<file path="src/rtl/calc_pkg.sv">
// Shared definitions for the calculator engine: op codes, FSM states, width helpers.
package calc_pkg;

  localparam logic [1:0] OP_ADD = 2'd0;
  localparam logic [1:0] OP_SUB = 2'd1;
  localparam logic [1:0] OP_MUL = 2'd2;
  localparam logic [1:0] OP_DIV = 2'd3;

  typedef enum logic [2:0] {S_IDLE, S_CONV, S_EXEC, S_BCD, S_DONE} state_e;

  // Binary width able to hold any DIGITS-digit decimal operand.
  function automatic int calc_w(input int digits);
    int p;
    p = 1;
    for (int i = 0; i < digits; i++) p = p * 10;
    return $clog2(p);
  endfunction

  function automatic logic [3:0] bcd_inc(input logic [3:0] d);
    return (d == 4'd9) ? 4'd0 : d + 4'd1;
  endfunction

endpackage

</file>
<file path="src/rtl/calc_if.sv">
// Operand entry, operation handshake and display bus of the calculator engine.
interface calc_if #(parameter int DIGITS = 2);
  localparam int OD = 2 * DIGITS;

  logic [2*DIGITS-1:0] inc;
  logic                clear;
  logic                op_valid;
  logic [1:0]          op;
  logic                op_ready;
  logic                busy;
  logic                done;
  logic [4*OD-1:0]     res_bcd;
  logic                res_neg;
  logic                res_err;
  logic                show_result;
  logic [4*OD-1:0]     disp_bcd;

  modport master (output inc, clear, op_valid, op,
                  input  op_ready, busy, done, res_bcd, res_neg, res_err, show_result, disp_bcd);
  modport slave  (input  inc, clear, op_valid, op,
                  output op_ready, busy, done, res_bcd, res_neg, res_err, show_result, disp_bcd);
endinterface

</file>
<file path="src/rtl/calc_engine_bcd.sv">
// Iterative double-dabble: one shift-and-adjust step per cycle, NB steps after start.
module bin_to_bcd_seq #(
  parameter int NB = 14,
  parameter int ND = 4
) (
  input  logic            clk_i,
  input  logic            rst_ni,
  input  logic            start_i,
  input  logic [NB-1:0]   bin_i,
  output logic            done_o,
  output logic [4*ND-1:0] bcd_o
);
  localparam int CW = $clog2(NB + 1);

  logic [NB-1:0]   bin_q;
  logic [4*ND-1:0] bcd_q, adj;
  logic [CW-1:0]   cnt_q;
  logic            busy_q;

  always_comb begin
    adj = bcd_q;
    for (int i = 0; i < ND; i++)
      if (bcd_q[4*i +: 4] >= 4'd5) adj[4*i +: 4] = bcd_q[4*i +: 4] + 4'd3;
  end

  always_ff @(posedge clk_i or negedge rst_ni) begin
    if (!rst_ni) begin
      bin_q  <= '0;
      bcd_q  <= '0;
      cnt_q  <= '0;
      busy_q <= 1'b0;
    end else if (start_i) begin
      bin_q  <= bin_i;
      bcd_q  <= '0;
      cnt_q  <= '0;
      busy_q <= 1'b1;
    end else if (busy_q) begin
      bcd_q <= {adj[4*ND-2:0], bin_q[NB-1]};
      bin_q <= bin_q << 1;
      cnt_q <= cnt_q + 1'b1;
      if (cnt_q == CW'(NB - 1)) busy_q <= 1'b0;
    end
  end

  // Flags the final step so the owner can move on at the same edge it completes.
  assign done_o = busy_q && (cnt_q == CW'(NB - 1));
  assign bcd_o  = bcd_q;

endmodule

</file>
<file path="src/rtl/calc_engine.sv">
// Clocked BCD calculator: operand entry, multi-cycle add/sub/mul/rounded div, BCD result.
module calc_engine
  import calc_pkg::*;
#(
  parameter int DIGITS = 2
) (
  input  logic  clk_i,
  input  logic  rst_ni,
  calc_if.slave bus
);
  localparam int OD = 2 * DIGITS;
  localparam int W  = calc_w(DIGITS);
  localparam int W2 = 2 * W;
  localparam int CW = $clog2(W + 1);

  state_e                  state_q;
  logic [DIGITS-1:0][3:0]  a_q, b_q;
  logic [W-1:0]            acc_a_q, acc_b_q, acc_a_d, acc_b_d;
  logic [W-1:0]            rem_q, quo_q, quo_d;
  logic [W:0]              rem_d;
  logic [CW-1:0]           cnt_q;
  logic [1:0]              op_q;
  logic                    pend_neg_q, pend_err_q;
  logic                    op_ready_q, busy_q, done_q, show_q, res_neg_q, res_err_q;
  logic [4*OD-1:0]         res_bcd_q, bcd_val;
  logic [3:0]              dig_a, dig_b;
  logic [W2-1:0]           res_bin_d;
  logic                    neg_d, err_d, exec_last, round_up, bcd_done, bcd_start;

  // Horner conversion, most significant digit first.
  always_comb begin
    dig_a = '0;
    dig_b = '0;
    for (int i = 0; i < DIGITS; i++)
      if (CW'(DIGITS - 1 - i) == cnt_q) begin
        dig_a = a_q[i];
        dig_b = b_q[i];
      end
    acc_a_d = acc_a_q * W'(10) + W'(dig_a);
    acc_b_d = acc_b_q * W'(10) + W'(dig_b);
  end

  // One restoring-division step; the first step seeds from the dividend.
  always_comb begin
    logic [W-1:0] src_rem, src_quo;
    logic [W:0]   rem_sh;
    logic         ge;
    src_rem  = (cnt_q == '0) ? '0 : rem_q;
    src_quo  = (cnt_q == '0) ? acc_a_q : quo_q;
    rem_sh   = {src_rem, src_quo[W-1]};
    ge       = rem_sh >= {1'b0, acc_b_q};
    rem_d    = ge ? rem_sh - {1'b0, acc_b_q} : rem_sh;
    quo_d    = {src_quo[W-2:0], ge};
    round_up = {rem_d, 1'b0} >= {2'b00, acc_b_q};
  end

  always_comb begin
    res_bin_d = '0;
    neg_d     = 1'b0;
    err_d     = 1'b0;
    exec_last = 1'b1;
    case (op_q)
      OP_ADD: res_bin_d = W2'(acc_a_q) + W2'(acc_b_q);
      OP_SUB: if (acc_a_q < acc_b_q) begin
                res_bin_d = W2'(acc_b_q - acc_a_q);
                neg_d     = 1'b1;
              end else res_bin_d = W2'(acc_a_q - acc_b_q);
      OP_MUL: res_bin_d = W2'(acc_a_q) * W2'(acc_b_q);
      default: if (acc_b_q == '0) err_d = 1'b1;
               else begin
                 exec_last = (cnt_q == CW'(W - 1));
                 res_bin_d = W2'(quo_d) + W2'(round_up);
               end
    endcase
  end

  assign bcd_start = (state_q == S_EXEC) && exec_last;

  bin_to_bcd_seq #(.NB(W2), .ND(OD)) u_bcd (
    .clk_i   (clk_i),
    .rst_ni  (rst_ni),
    .start_i (bcd_start),
    .bin_i   (res_bin_d),
    .done_o  (bcd_done),
    .bcd_o   (bcd_val)
  );

  always_ff @(posedge clk_i or negedge rst_ni) begin
    if (!rst_ni) begin
      state_q    <= S_IDLE;
      a_q        <= '0;
      b_q        <= '0;
      acc_a_q    <= '0;
      acc_b_q    <= '0;
      rem_q      <= '0;
      quo_q      <= '0;
      cnt_q      <= '0;
      op_q       <= OP_ADD;
      pend_neg_q <= 1'b0;
      pend_err_q <= 1'b0;
      op_ready_q <= 1'b1;
      busy_q     <= 1'b0;
      done_q     <= 1'b0;
      show_q     <= 1'b0;
      res_bcd_q  <= '0;
      res_neg_q  <= 1'b0;
      res_err_q  <= 1'b0;
    end else begin
      done_q <= 1'b0;
      if (bus.clear) begin
        a_q        <= '0;
        b_q        <= '0;
        show_q     <= 1'b0;
        state_q    <= S_IDLE;
        op_ready_q <= 1'b1;
        busy_q     <= 1'b0;
      end else begin
        case (state_q)
          S_IDLE: if (bus.op_valid) begin
                    op_q       <= bus.op;
                    acc_a_q    <= '0;
                    acc_b_q    <= '0;
                    cnt_q      <= '0;
                    res_neg_q  <= 1'b0;
                    res_err_q  <= 1'b0;
                    op_ready_q <= 1'b0;
                    busy_q     <= 1'b1;
                    state_q    <= S_CONV;
                  end else if (|bus.inc) begin
                    show_q <= 1'b0;
                    for (int i = 0; i < DIGITS; i++) begin
                      if (bus.inc[i])          b_q[i] <= bcd_inc(b_q[i]);
                      if (bus.inc[DIGITS + i]) a_q[i] <= bcd_inc(a_q[i]);
                    end
                  end
          S_CONV: begin
                    acc_a_q <= acc_a_d;
                    acc_b_q <= acc_b_d;
                    if (cnt_q == CW'(DIGITS - 1)) begin
                      cnt_q   <= '0;
                      state_q <= S_EXEC;
                    end else cnt_q <= cnt_q + 1'b1;
                  end
          S_EXEC: begin
                    rem_q <= rem_d[W-1:0];
                    quo_q <= quo_d;
                    cnt_q <= cnt_q + 1'b1;
                    if (exec_last) begin
                      pend_neg_q <= neg_d;
                      pend_err_q <= err_d;
                      state_q    <= S_BCD;
                    end
                  end
          S_BCD:  if (bcd_done) state_q <= S_DONE;
          default: begin
                    done_q     <= 1'b1;
                    res_bcd_q  <= bcd_val;
                    res_neg_q  <= pend_neg_q;
                    res_err_q  <= pend_err_q;
                    show_q     <= 1'b1;
                    op_ready_q <= 1'b1;
                    busy_q     <= 1'b0;
                    state_q    <= S_IDLE;
                  end
        endcase
      end
    end
  end

  assign bus.op_ready    = op_ready_q;
  assign bus.busy        = busy_q;
  assign bus.done        = done_q;
  assign bus.res_bcd     = res_bcd_q;
  assign bus.res_neg     = res_neg_q;
  assign bus.res_err     = res_err_q;
  assign bus.show_result = show_q;
  assign bus.disp_bcd    = show_q ? res_bcd_q : {a_q, b_q};

endmodule

</file>
<file path="src/flat_wrapper.sv">
// flat-port wrapper written by rule: the top's interface ports become plain ports
module calc_engine_flat import calc_pkg::*;
#(
  parameter int DIGITS = 2
)
  (clk_i, rst_ni, bus_inc, bus_clear, bus_op_valid, bus_op, bus_op_ready, bus_busy, bus_done, bus_res_bcd, bus_res_neg, bus_res_err, bus_show_result, bus_disp_bcd);
  calc_if #(.DIGITS(DIGITS)) bus_i ();
  input  logic clk_i;
  input  logic rst_ni;
  input wire logic [$bits(bus_i.inc)-1:0] bus_inc;
  input wire logic [$bits(bus_i.clear)-1:0] bus_clear;
  input wire logic [$bits(bus_i.op_valid)-1:0] bus_op_valid;
  input wire logic [$bits(bus_i.op)-1:0] bus_op;
  output wire logic [$bits(bus_i.op_ready)-1:0] bus_op_ready;
  output wire logic [$bits(bus_i.busy)-1:0] bus_busy;
  output wire logic [$bits(bus_i.done)-1:0] bus_done;
  output wire logic [$bits(bus_i.res_bcd)-1:0] bus_res_bcd;
  output wire logic [$bits(bus_i.res_neg)-1:0] bus_res_neg;
  output wire logic [$bits(bus_i.res_err)-1:0] bus_res_err;
  output wire logic [$bits(bus_i.show_result)-1:0] bus_show_result;
  output wire logic [$bits(bus_i.disp_bcd)-1:0] bus_disp_bcd;
  assign bus_i.inc = bus_inc;
  assign bus_i.clear = bus_clear;
  assign bus_i.op_valid = bus_op_valid;
  assign bus_i.op = bus_op;
  assign bus_op_ready = bus_i.op_ready;
  assign bus_busy = bus_i.busy;
  assign bus_done = bus_i.done;
  assign bus_res_bcd = bus_i.res_bcd;
  assign bus_res_neg = bus_i.res_neg;
  assign bus_res_err = bus_i.res_err;
  assign bus_show_result = bus_i.show_result;
  assign bus_disp_bcd = bus_i.disp_bcd;
  calc_engine #(.DIGITS(DIGITS)) u_core (.clk_i(clk_i), .rst_ni(rst_ni), .bus(bus_i));
endmodule
</file>
<file path="config.mk">
export PLATFORM = sky130hd
export DESIGN_NAME = calc_engine_flat
export DESIGN_NICKNAME = d
export VERILOG_FILES = /design/src/rtl/calc_pkg.sv /design/src/rtl/calc_if.sv /design/src/rtl/calc_engine_bcd.sv /design/src/rtl/calc_engine.sv /design/src/flat_wrapper.sv
export SDC_FILE = /design/constraint.sdc
export NUM_CORES = 1
export LEC_CHECK = 0
export BUFFER_PORTS_ARGS = -buffer_cell sky130_fd_sc_hd__buf_4
export CORE_UTILIZATION = 50
export DETAILED_ROUTE_END_ITERATION = 6
export PLACE_DENSITY_LB_ADDON = 0.15
export SLEW_MARGIN = 40
export SYNTH_ARGS = -nofsm -noshare
export SYNTH_HDL_FRONTEND = slang
export SYNTH_SLANG_ARGS = --single-unit
</file>
<file path="constraint.sdc">
create_clock -name clk_i -period 15.12 [get_ports clk_i]
set_clock_uncertainty 0.05 [all_clocks]
set_input_delay 1.512 -clock clk_i [delete_from_list [all_inputs] [get_ports clk_i]]
set_output_delay 1.512 -clock clk_i [all_outputs]
set_load 0.03 [all_outputs]
</file>
### Word level (Yosys, flattened, before mapping)

Cells that the tools add are included.
Widths: inputs -> output; s select.

| cells by class | value |
|---|---|
| reduce and logical (&&, ||, !) cells | 33 |
| bitwise operators | 3 |
| multipliers | 3 |
| add/subtract/negate cells | 17 |
| multiplexer cells | 72 |
| equality and inequality tests | 22 |
| order comparisons | 7 |

Operator list:

| cell | count |
|---|---|
| $mux 8 | 9 |
| $mux 4 | 17 |
| $mux 14 | 4 |
| $mux 16 | 3 |
| $pmux 14 s3 | 1 |
| $pmux 7 s2 | 2 |
| $mux 3 | 8 |
| $mux 7 | 3 |
| $add 4x1->4 const B | 5 |
| $eq 4x4->1 const B | 5 |
| $reduce_and 4->1 | 5 |
| $mux 1 | 18 |
| $reduce_and 3->1 | 6 |
| $ge 4x3->1 const B | 4 |
| $reduce_bool 2->1 | 8 |
| $sub 7x7->8 | 2 |
| $add 7x4->7 | 2 |
| $mul 7x3->6 const B | 2 |
| $mul 7x7->14 | 1 |
| $add 4x2->4 const B | 3 |
| $ne 3x2->1 const B | 4 |
| $pmux 3 s4 | 1 |
| $pmux 1 s2 | 5 |
| $ge 9x7->1 | 1 |
| 26 further kinds | 38 |

| storage, ports and cells | value |
|---|---|
| input bits | 10 |
| word-level logic and storage cells | 181 |
| register bits | 111 |

### Depth between registers and ports, before layout

Gate-level depths: netlist of the first run.

| logic depth | value |
|---|---|
| word-level depth | 9 |
| mapped depth | 28 |
| mapped depth without buffers | 25 |

### Cells and area by module

A second synthesis of the first run with hierarchy kept.

| unflattened totals | value |
|---|---|
| cells, all modules | 1079 |
| area, all modules | 9506.6 µm² |

By module, submodules not included:

| module | area an instance (µm²) | times used | sequential area each (µm²) | cells an instance |
|---|---|---|---|---|
| calc_engine | 7621.1 | 1 | 1903.1 | 882 |
| bin_to_bcd_seq | 1885.6 | 1 | 875.8 | 197 |

### Least setup slack after synthesis of the first run

OpenSTA, ideal clock, no wires.

| path | value |
|---|---|
| kind | register -> register |
| start point | register u_core.cnt_q[0] |
| end point | register u_core.u_bcd.bin_q[1] |
| cell stages (with the launch flop) | 26 |
| required time | 14.940 ns |
| slack | 10.262 ns |
| library setup time | 0.130 ns |
| arrival time | 4.678 ns |
| period minus slack after synthesis | 4.858 ns |
| path through | dfrtp_1 -> inv_1 -> ha_1 -> buf_4 -> nor2b_1 -> buf_2 -> mux2i_1 -> ha_1 -> inv_1 -> ha_1 -> or3_1 -> o211ai_2 -> nor2b_2 -> buf_6 -> mux2i_1 -> ha_1 -> nor2b_1 -> o21ai_0 -> a21oi_1 -> or3_1 -> a21oi_1 -> nand4_1 -> ha_1 -> ha_1 -> a222oi_1 -> a21oi_1 |

| on the way | value |
|---|---|
| word-level cells in the longest chain between the ends | 9 |

RTL lines:

| item | RTL line | text |
|---|---|---|
| start: declaration | calc_engine.sv:21 | `logic [CW-1:0] cnt_q;` |
| start signal: assignment | calc_engine.sv:142 | `end else cnt_q <= cnt_q + 1'b1;` |
| start signal: assignment | calc_engine.sv:147 | `cnt_q <= cnt_q + 1'b1;` |
| $logic_not 3->1 * | calc_engine.sv:48, calc_engine.sv:49 |  |
| $mux 7, on equally long branches | calc_engine.sv:49, calc_engine.sv:48 |  |
| $sub 8x7->8 or $ge 8x7->1 (tied branches) | calc_engine.sv:52, calc_engine.sv:51 |  |
| $mux 8 * | calc_engine.sv:52 | `rem_d = ge ? rem_sh - {1'b0, acc_b_q} : rem_sh;` |
| named net u_core.rem_d[0] | calc_engine.sv:20 | `logic [W:0] rem_d;` |
| $ge 9x7->1 * | calc_engine.sv:54 | `round_up = {rem_d, 1'b0} >= {2'b00, acc_b_q};` |
| $add 7x1->8 * | calc_engine.sv:72 | `res_bin_d = W2'(quo_d) + W2'(round_up);` |
| $mux 14 * | calc_engine.sv:69 | `default: if (acc_b_q == '0) err_d = 1'b1;` |
| $pmux 14 s3 * | calc_engine.sv:62 | `case (op_q)` |
| $mux 14 * | calc_engine_bcd.sv:32 | `end else if (start_i) begin` |
| end signal: assignment | calc_engine_bcd.sv:33 | `bin_q <= bin_i;` |
| end signal: assignment | calc_engine_bcd.sv:39 | `bin_q <= bin_q << 1;` |
| end: declaration | calc_engine_bcd.sv:15 | `logic [NB-1:0] bin_q;` |

Mark *: on every way through the listed nets, which the timed path passes. The rest lies on a longest branch.
A chain may end at the register's enable or synchronous reset.

### Final worst setup path of the first run

| path | value |
|---|---|
| start point | register u_core.cnt_q[0] |
| end point | register u_core.u_bcd.bin_q[6] |

The elaborated chain is that of the path after synthesis.

==> insert_results.sql, run 1 <==
INSERT INTO impl_metrics (metric_group, metric, value, unit) VALUES
('critical_path', 'critical_path_peak_fanout', '19', ''),
('grt', 'largest_net_degree_at_the_start_of_global_routing', '60', ''),
('clocking', 'cts_post_setup_buffers_inserted', '0', ''),
('placed_design', 'dp_hpwl', '19300', 'µm'),
('clocking', 'clockBufferDepth', '2', ''),
('critical_path', 'crit_type', 'flip-flop to flip-flop', ''),
('synth', 'synth-adder-area-share', '20.0', '%'),
('sta', 'worst_pin_slew', '806', 'ps'),
('clocking', 'clock_tree.root_cell', 'sky130_fd_sc_hd__clkbuf_16', ''),
('sta', 'finalHoldWorstSlack', '448', 'ps'),
('synth', 'yosysSeqAreaShare', '28.9', '%'),
('drt', 'drt-initial-drc-count', '575', ''),
('synth', 'synth_top_family_by_area', 'adder cells', ''),
('critical_path', 'worstPathRequired', '15340', 'ps'),
('cells_and_area', 'nNetsFinal', '1281', ''),
('sta', 'setup_violations', '0', ''),
('sta', 'hold_viol', '0', ''),
('synth', 'dominantRegCellSynth', 'sky130_fd_sc_hd__dfrtp_1', ''),
('synth', 'muxShareOfSynthArea', '6.61', '%'),
('synth', 'syn-cell-area', '9630', 'µm²'),
('min_path', 'worst_hold_path.num_cells', '2', ''),
('drt', 'drc', '0', ''),
('synth', 'post-synth-top-count-cell', 'sky130_fd_sc_hd__nand2_1', ''),
('drt', 'drt-pass1-iter-count', '5', ''),
('sta', 'period_share', '40.5', '%'),
('min_path', 'holdCritPathClass', 'flip-flop to flip-flop', ''),
('clocking', 'clk-insertion-delay-late', '350', 'ps'),
('sta', 'post-route-min-period', '6130', 'ps'),
('clocking', 'cts.hold.buffers_added', '0', ''),
('clocking', 'cts_tree', 'built', ''),
('sta', 'setup_total_negative_slack', '0', 'ps'),
('drt', 'detail_route_antenna_nets', '0', ''),
('critical_path', 'setup.worst_path.start_class', 'flip-flop', ''),
('floorplan', 'i_o_pin_count', '48', ''),
('synth', 'synth_warnings', '0', ''),
('floorplan', 'die_footprint', '19800', 'µm²'),
('critical_path', 'path_buf_inv', '2', ''),
('clocking', 'numCtsBuffers', '9', ''),
('synth', 'synth_xor_xnor_area_share', '3.82', '%'),
('cells_and_area', 'num_antenna_cells', '0', ''),
('sta', 'grt_setup_unrepaired', 'false', ''),
('synth', 'synth_top_cell_area_share', '28.6', '%'),
('outcome', 'outcome', 'completed', ''),
('synth', 'netlist_top_cells_area', 'sky130_fd_sc_hd__dfrtp_1 29%, sky130_fd_sc_hd__ha_1 14%, sky130_fd_sc_hd__fa_1 6.4%', ''),
('critical_path', 'path_depth', '24', ''),
('floorplan', 'core', '18800', 'µm²'),
('synth', 'yosys.area.top_type', 'sky130_fd_sc_hd__dfrtp_1', ''),
('pwr', 'vdd.ir_drop.worst', '0.100', 'mV'),
('critical_path', 'worst_path_dominant_cell_family', 'simple AND/OR/NAND/NOR gates', ''),
('clocking', 'post_cts.resized_instances', '0', ''),
('synth', 'synth_compound_area_share', '17.2', '%'),
('floorplan', 'floorplan.die.height', '141', 'µm'),
('critical_path', 'worst-endpoint-arrival', '6350', 'ps'),
('cells_and_area', 'fill_cells', '1763', ''),
('drt', 'post_detailed_route_via_to_cell_ratio', '5.87', ''),
('drt', 'totalWireLength', '25800', 'µm'),
('critical_path', 'rr_worst_depth', '24', ''),
('sta', 'slew_hr', '46.3', '%'),
('synth', 'synth_cells', '1121', ''),
('synth', 'syn-mean-instance-area', '8.59', 'µm²'),
('pwr', 'power-per-cell-area', '184', 'nW/µm²'),
('critical_path', 'cpMostUsedCell', 'sky130_fd_sc_hd__ha_1', ''),
('run', 'maxCapViolations', '0', ''),
('grt', 'global_route_total_overflow', '0', ''),
('clocking', 'h-tree-depth', '3', ''),
('clocking', 'cts.sink_count', '111', ''),
('pwr', 'static_power_due_to_leakage', '0.00491', 'µW'),
('cells_and_area', 'syn_to_final_growth', '8.12', '%'),
('synth', 'yosys.area_share.simple', '17.3', '%'),
('synth', 'synth-seq-cells', '111', ''),
('synth', 'netlist_top_cells_count', '119 x sky130_fd_sc_hd__nand2_1, 110 x sky130_fd_sc_hd__dfrtp_1, 110 x sky130_fd_sc_hd__nor2_1, 104 x sky130_fd_sc_hd__ha_1, 98 x sky130_fd_sc_hd__inv_1', '');
[state kept, by name, indices dropped and copies added, names as in the netlist, 2 cells and up]
name	cells
u_core.a_q	8
u_core.acc_a_q	7
u_core.acc_b_q	7
u_core.b_q	8
u_core.bus.res_bcd	16
u_core.cnt_q	3
u_core.op_q	2
u_core.quo_q	7
u_core.rem_q	7
u_core.state_q	3
u_core.u_bcd.bcd_o	16
u_core.u_bcd.bin_q	14
u_core.u_bcd.cnt_q	4
[cell families after synthesis]
group | count (synthesis)
muxes | 58
DFF | 111
and+or+nand+nor | 360
AOI/OAI and AO/OA | 263
buffers and inverters | 152
xor gates and xnor gates | 42
adders and majority gates | 135
[worst paths after layout]
check | from | to | slack, ps
hold reg to reg | u_core.bus.op_ready | u_core.bus.op_ready | 450
hold / removal | u_core.bus.op_ready | u_core.bus.op_ready | 450
max in group asynchronous | rst_ni | u_core.acc_a_q[3] | 12860
setup reg to reg | u_core.cnt_q[0] | u_core.u_bcd.bin_q[6] | 8990
setup / recovery | u_core.cnt_q[0] | u_core.u_bcd.bin_q[6] | 8990
min in group asynchronous | rst_ni | u_core.bus.res_bcd[15] | 1140
[layout by cell type (no fill, tap or decap), types with 4 or more instances in the layout]
master and count:
sky130_fd_sc_hd__o31ai_1 8, sky130_fd_sc_hd__nand4_1 4, sky130_fd_sc_hd__mux2_2 37, sky130_fd_sc_hd__o21ai_0 67, sky130_fd_sc_hd__nor4_1 4, sky130_fd_sc_hd__nand3_1 21, sky130_fd_sc_hd__o211ai_1 7, sky130_fd_sc_hd__fa_1 31
sky130_fd_sc_hd__nor2b_1 19, sky130_fd_sc_hd__clkbuf_16 9, sky130_fd_sc_hd__a211oi_1 6, sky130_fd_sc_hd__a31o_2 6, sky130_fd_sc_hd__nor2_1 110, sky130_fd_sc_hd__nand2_1 118, sky130_fd_sc_hd__dfrtp_1 110, sky130_fd_sc_hd__or2_2 4
sky130_fd_sc_hd__nor3b_1 7, sky130_fd_sc_hd__mux2i_1 19, sky130_fd_sc_hd__a21o_1 13, sky130_fd_sc_hd__a31oi_1 11, sky130_fd_sc_hd__ha_1 104, sky130_fd_sc_hd__and3_1 7, sky130_fd_sc_hd__xor2_1 18, sky130_fd_sc_hd__xnor2_1 24
sky130_fd_sc_hd__o32ai_1 4, sky130_fd_sc_hd__and2_1 14, sky130_fd_sc_hd__o21a_1 6, sky130_fd_sc_hd__inv_1 98, sky130_fd_sc_hd__nor3_1 27, sky130_fd_sc_hd__nand2b_1 8, sky130_fd_sc_hd__nand3b_1 5, sky130_fd_sc_hd__o22ai_1 16
sky130_fd_sc_hd__a21oi_1 78, sky130_fd_sc_hd__buf_4 55, sky130_fd_sc_hd__o21bai_1 4
[power breakdown]
part	leakage (µW)	total, µW	internal, µW	switching (µW)
Combinational	0.00333	1190	487	705
Sequential	0.00145	512	384	128
Clock	0.000122	213	110	104
[worst register-to-register path: cells and delay by family (launching register included)]
kind                     cells  cell delay [ps]
AO/OA/AOI/OAI                7              940
XOR/XNOR                     1              160
adder cells (fa/ha/maj)      6             1790
buffers and inverters        2              170
flip-flops                   1              400
multiplexers                 2              610
AND/OR/NAND/NOR              6             1940
[per-stage QoR]
| stage | worst slack [ps] | instances | area [µm²] | utilization, % |
|---|---|---|---|---|
| 2_1_floorplan | 10260 | 1121 | 9630 | - |
| 3_3_place_gp | 9190 | 1357 | 10100 | 53.9 |
| 3_5_place_dp | 9000 | 1358 | 10100 | 54.0 |
| 4_1_cts | 9000 | 1372 | 10400 | 55.4 |
| 5_1_grt | 8390 | 1373 | 10400 | 55.5 |
| 6_report | 8990 | 1373 | 10400 | 55.5 |
[area by class of cell]
class | count | area [µm²] | share of cell area, %
sequential | 111 | 2780 | 26.7
clock buffer | 12 | 236 | 2.27
inverter | 99 | 374 | 3.59
timing repair buffer | 57 | 460 | 4.42
clock inverter | 2 | 10.0 | 0.0961
multi-input combinational | 858 | 6260 | 60.1
tap | 234 | 293 | 2.81
[routing by layer]
layer	global-route usage, %	routed length [µm]	share of wire, %
met5	0	0	0
met2	42.1	11500	45
met3	5.06	1350	5.2
met4	7.89	617	2.4
met1	39.2	12300	48
No activity file was read; power rests on OpenSTA's default activity.
==> run 2: changes to the inputs <==
--- a/config.mk
+++ b/config.mk
@@ -5,6 +5,7 @@
 export SDC_FILE = /design/constraint.sdc
 export NUM_CORES = 1
 export LEC_CHECK = 0
+export ABC_AREA = 1
 export BUFFER_PORTS_ARGS = -buffer_cell sky130_fd_sc_hd__buf_4
 export CORE_UTILIZATION = 50
 export DETAILED_ROUTE_END_ITERATION = 6
==> constraint.sdc (replaced) <==
create_clock -name clk_i -period 5.21 [get_ports clk_i]
set_clock_uncertainty 0.05 [all_clocks]
set_input_delay 0.521 -clock clk_i [delete_from_list [all_inputs] [get_ports clk_i]]
set_output_delay 0.521 -clock clk_i [all_outputs]
set_load 0.03 [all_outputs]
==> insert_results.sql, run 2 <==
INSERT INTO impl_metrics (metric_group, metric, value, unit) VALUES
('placed_design', 'dp_hpwl', '20400', 'µm'),
('synth', 'syn-mean-instance-area', '7.23', 'µm²'),
('synth', 'yosysSeqAreaShare', '28.0', '%'),
('sta', 'setup_violations', '0', ''),
('cells_and_area', 'multi_input_logic_area', '6030', 'µm²'),
('synth', 'synth-seq-cells', '111', ''),
('synth', 'netlist_top_cells_area', 'sky130_fd_sc_hd__dfrtp_1 28%, sky130_fd_sc_hd__ha_1 13%, sky130_fd_sc_hd__nand2_1 13%', ''),
('floorplan', 'die_footprint', '20400', 'µm²'),
('cells_and_area', 'fill_cells', '1890', ''),
('critical_path', 'slowest_stage_cell_crit_path', 'sky130_fd_sc_hd__dfrtp_1', ''),
('critical_path', 'category_of_the_worst_setup_path_capture_point', 'flip-flop', ''),
('drt', 'highest-signal-layer', 'met4', ''),
('cells_and_area', 'ff_latch_area', '2780', 'µm²'),
('grt', 'first_global_vias', '8140', ''),
('clocking', 'clock_tree.root_cell', 'sky130_fd_sc_hd__clkbuf_16', ''),
('sta', 'post-route-min-period', '4830', 'ps'),
('grt', 'global_route_total_overflow', '0', ''),
('placed_design', 'dpl_cell_area', '10500', 'µm²'),
('synth', 'synth_top_cell_area_share', '27.7', '%'),
('floorplan', 'i_o_pin_count', '48', ''),
('cells_and_area', 'layout-drive-gt1-share', '8.66', '%'),
('floorplan', 'die_width', '143', 'µm'),
('critical_path', 'critical_path.max_stage_delay', '420', 'ps'),
('synth', 'yosys.area.top_type', 'sky130_fd_sc_hd__dfrtp_1', ''),
('cells_and_area', 'nNetsFinal', '1549', ''),
('floorplan', 'floorplan.die.height', '143', 'µm'),
('pwr', 'seqPwrFrac', '21.8', '%'),
('pwr', 'swShare', '53.8', '%'),
('clocking', 'h-tree-depth', '3', ''),
('drt', 'routed-via-count', '8833', ''),
('placed_design', 'dpl_worst_slack', '191', 'ps'),
('placed_design', 'portBuffers', '47', ''),
('synth', 'dominantRegCellSynth', 'sky130_fd_sc_hd__dfrtp_1', ''),
('grt', 'grt_antenna_before_repair', '0', ''),
('cells_and_area', 'num_antenna_cells', '0', ''),
('sta', 'worst_pin_slew', '710', 'ps'),
('sta', 'hold_viol', '0', ''),
('drt', 'routedLengthMet1', '12700', 'µm'),
('pwr', 'cell_internal_pwr', '3170', 'µW'),
('grt', 'largest_net_degree_at_the_start_of_global_routing', '64', ''),
('pwr', 'total_power', '6870', 'µW'),
('critical_path', 'worstPathRequired', '5420', 'ps'),
('synth', 'post_synth_edffs', '0', ''),
('placed_design', 'routability_cong', '0.923', ''),
('pwr', 'static_power_due_to_leakage', '0.00584', 'µW'),
('synth', 'syn-cell-area', '9920', 'µm²'),
('floorplan', 'core', '19500', 'µm²'),
('pwr', 'netSwitchingPower', '3700', 'µW'),
('sta', 'setup_total_negative_slack', '0', 'ps'),
('critical_path', 'crit_type', 'flip-flop to flip-flop', ''),
('run', 'maxCapViolations', '0', ''),
('pwr', 'power-per-cell-area', '635', 'nW/µm²'),
('clocking', 'numCtsBuffers', '9', ''),
('drt', 'drc', '0', ''),
('critical_path', 'cpMostUsedCell', 'sky130_fd_sc_hd__nand2_1', ''),
('grt', 'first_pass_grt_wire_length', '42200', 'µm'),
('outcome', 'outcome', 'completed', ''),
('sta', 'final-max-slew-violation-count', '0', ''),
('cells_and_area', 'layout.cells.most_common', 'sky130_fd_sc_hd__nand2_1', ''),
('clocking', 'cts.sink_count', '111', ''),
('cells_and_area', 'syn_to_final_growth', '9.03', '%'),
('sta', 'period_share', '92.7', '%'),
('synth', 'postSynth.asyncResetShare', '100', '%'),
('placed_design', 'numPlacedInstances', '1656', ''),
('synth', 'ys_types', '51', ''),
('synth', 'post-synth-top-count-cell', 'sky130_fd_sc_hd__nand2_1', ''),
('drt', 'drt-initial-drc-count', '500', ''),
('synth', 'synth_cells', '1372', ''),
('sta', 'grt_setup_unrepaired', 'false', ''),
('pwr', 'vdd.ir_drop.worst', '0.360', 'mV'),
('synth', 'synth_warnings', '0', ''),
('sta', 'layout_setup_ws', '382', 'ps'),
('sta', 'slew_hr', '52.4', '%'),
('cells_and_area', 'final_cell_count_no_fill', '1674', ''),
('synth', 'mappedNetlistNets', '1517', ''),
('min_path', 'holdCritPathClass', 'input port to async pin', ''),
('cells_and_area', 'layout_common_cells', '337 x sky130_fd_sc_hd__nand2_1, 236 x sky130_fd_sc_hd__inv_1, 122 x sky130_fd_sc_hd__o21ai_0, 109 x sky130_fd_sc_hd__dfrtp_1, 103 x sky130_fd_sc_hd__ha_1', ''),
('critical_path', 'setup.worst_path.start_class', 'flip-flop', ''),
('critical_path', 'worst-endpoint-arrival', '5030', 'ps'),
('drt', 'detail_route_antenna_nets', '0', ''),
('grt', 'grtUsageTotal', '26.9', '%'),
('clocking', 'clk-insertion-delay-late', '360', 'ps'),
('pwr', 'p_clk_share', '10.2', '%'),
('drt', 'met2_wirelength', '11700', 'µm'),
('clocking', 'worst_setup_hold_path_clk_slew', '80', 'ps'),
('critical_path', 'critical_path_peak_fanout', '26', ''),
('drt', 'met3RoutedLength', '1370', 'µm'),
('pwr', 'comb_power_share', '68.0', '%'),
('drt', 'drt-pass1-iter-count', '5', ''),
('synth', 'netlist_top_cells_count', '337 x sky130_fd_sc_hd__nand2_1, 238 x sky130_fd_sc_hd__inv_1, 123 x sky130_fd_sc_hd__o21ai_0, 110 x sky130_fd_sc_hd__dfrtp_1, 104 x sky130_fd_sc_hd__ha_1', ''),
('sta', 'maxClockFrequency', '207', 'MHz'),
('floorplan', 'start_util', '51.0', '%'),
('cells_and_area', 'final_cell_area', '10800', 'µm²'),
('drt', 'totalWireLength', '26100', 'µm'),
('floorplan', 'core.rowCount', '51', ''),
('clocking', 'cts_tree', 'built', ''),
('drt', 'post_detailed_route_via_to_cell_ratio', '5.28', ''),
('drt', 'routed_wire_length_per_instance', '15.6', 'µm'),
('clocking', 'clockBufferDepth', '2', '');
==> run 2: cell count changes in the layout (fill, tap and decap cells not counted), sizes merged, moves of 12 or more <==
| cell | previous run | this run |
|---|---|---|
| nor3 | 27 | 10 |
| inv | 99 | 246 |
| nor2 | 110 | 93 |
| a21oi | 79 | 61 |
| nor2b | 20 | 0 |
| nand4 | 4 | 19 |
| mux2 | 39 | 0 |
| o21ai | 67 | 128 |
| nand2 | 119 | 353 |
| mux2i | 19 | 4 |
| nand3 | 21 | 76 |
| xnor2 | 24 | 10 |
| a21o | 13 | 1 |
==> run 2: worst paths after layout <==
path                                       start  cells after the start                     end  slack, ps
max                              u_core.cnt_q[0]                     29   u_core.u_bcd.bin_q[2]        380
max reg2reg                      u_core.cnt_q[0]                     29   u_core.u_bcd.bin_q[2]        380
min in group clk_i                     bus_op[0]                      3          u_core.op_q[0]        320
min                                       rst_ni                      1       u_core.acc_b_q[6]         70
max in group asynchronous                 rst_ni                      2  u_core.u_bcd.bcd_o[12]       3900
min reg2reg                u_core.u_bcd.bin_q[2]                      2   u_core.u_bcd.bin_q[2]        440
==> run 2: through the flow <==
step / hold WS, ps / util (%)
2_1_floorplan: 175 / -
3_3_place_gp: 416 / 53.9
3_5_place_dp: 411 / 53.9
4_1_cts: 235 / 55.4
5_1_grt: 120 / 55.6
6_report: 72.6 / 55.6
==> run 2: cell families (layout without fill, tap and decap cells) <==
family | after synthesis | in the layout | share of synthesized area (%)
AO/OA/AOI/OAI | 247 | 247 | 14.1
XOR/XNOR | 31 | 31 | 2.74
adder cells (fa/ha/maj) | 135 | 135 | 19.4
buffers and inverters | 283 | 320 | 11.3
flip-flops | 111 | 111 | 28.0
multiplexers | 4 | 4 | 0.404
AND/OR/NAND/NOR | 561 | 561 | 24.1
==> run 2: power by group through the flow <==
stage / combinational, µW / sequential [µW] / clock, µW
floorplan: 3390 / 1540 / 0
detailed placement: 4580 / 1510 / 0
CTS: 4620 / 1500 / 711
global placement: 4530 / 1510 / 0
global route: 5320 / 1540 / 745
finish: 4670 / 1500 / 700
==> run 2: timing repair <==
item / CTS / global route
resized for setup: 0 / 4
setup endpoints to repair: 0 / 4
hold buffers: 0 / 0
setup buffers: 0 / 2
==> run 2: final cells by class <==
| type | instances | area share [%] |
|---|---|---|
| Clock buffer | 9 | 2.08 |
| Clock inverter | 7 | 0.682 |
| Inverter | 244 | 8.49 |
| Multi-Input combinational cell | 978 | 55.8 |
| Sequential cell | 111 | 25.7 |
| Tap cell | 265 | 3.07 |
| Timing Repair Buffer | 60 | 4.20 |
==> run 2: layer usage <==
layer | vias to the layer above | GRT usage [%]
li1 | 4466 | -
met1 | 4138 | 39.4
met2 | 203 | 42.0
met3 | 26 | 3.96
met4 | 0 | 5.32
met5 | - | 0
==> run 2: worst max-delay path, delay by kind of cell, from the launching register on <==
kind                       cells  cell delay [ps]
and+or+nand+nor               14             1600
adders and majority gates      5             1450
AOI/OAI and AO/OA              6              770
buffers and inverters          4              430
DFF                            1              420
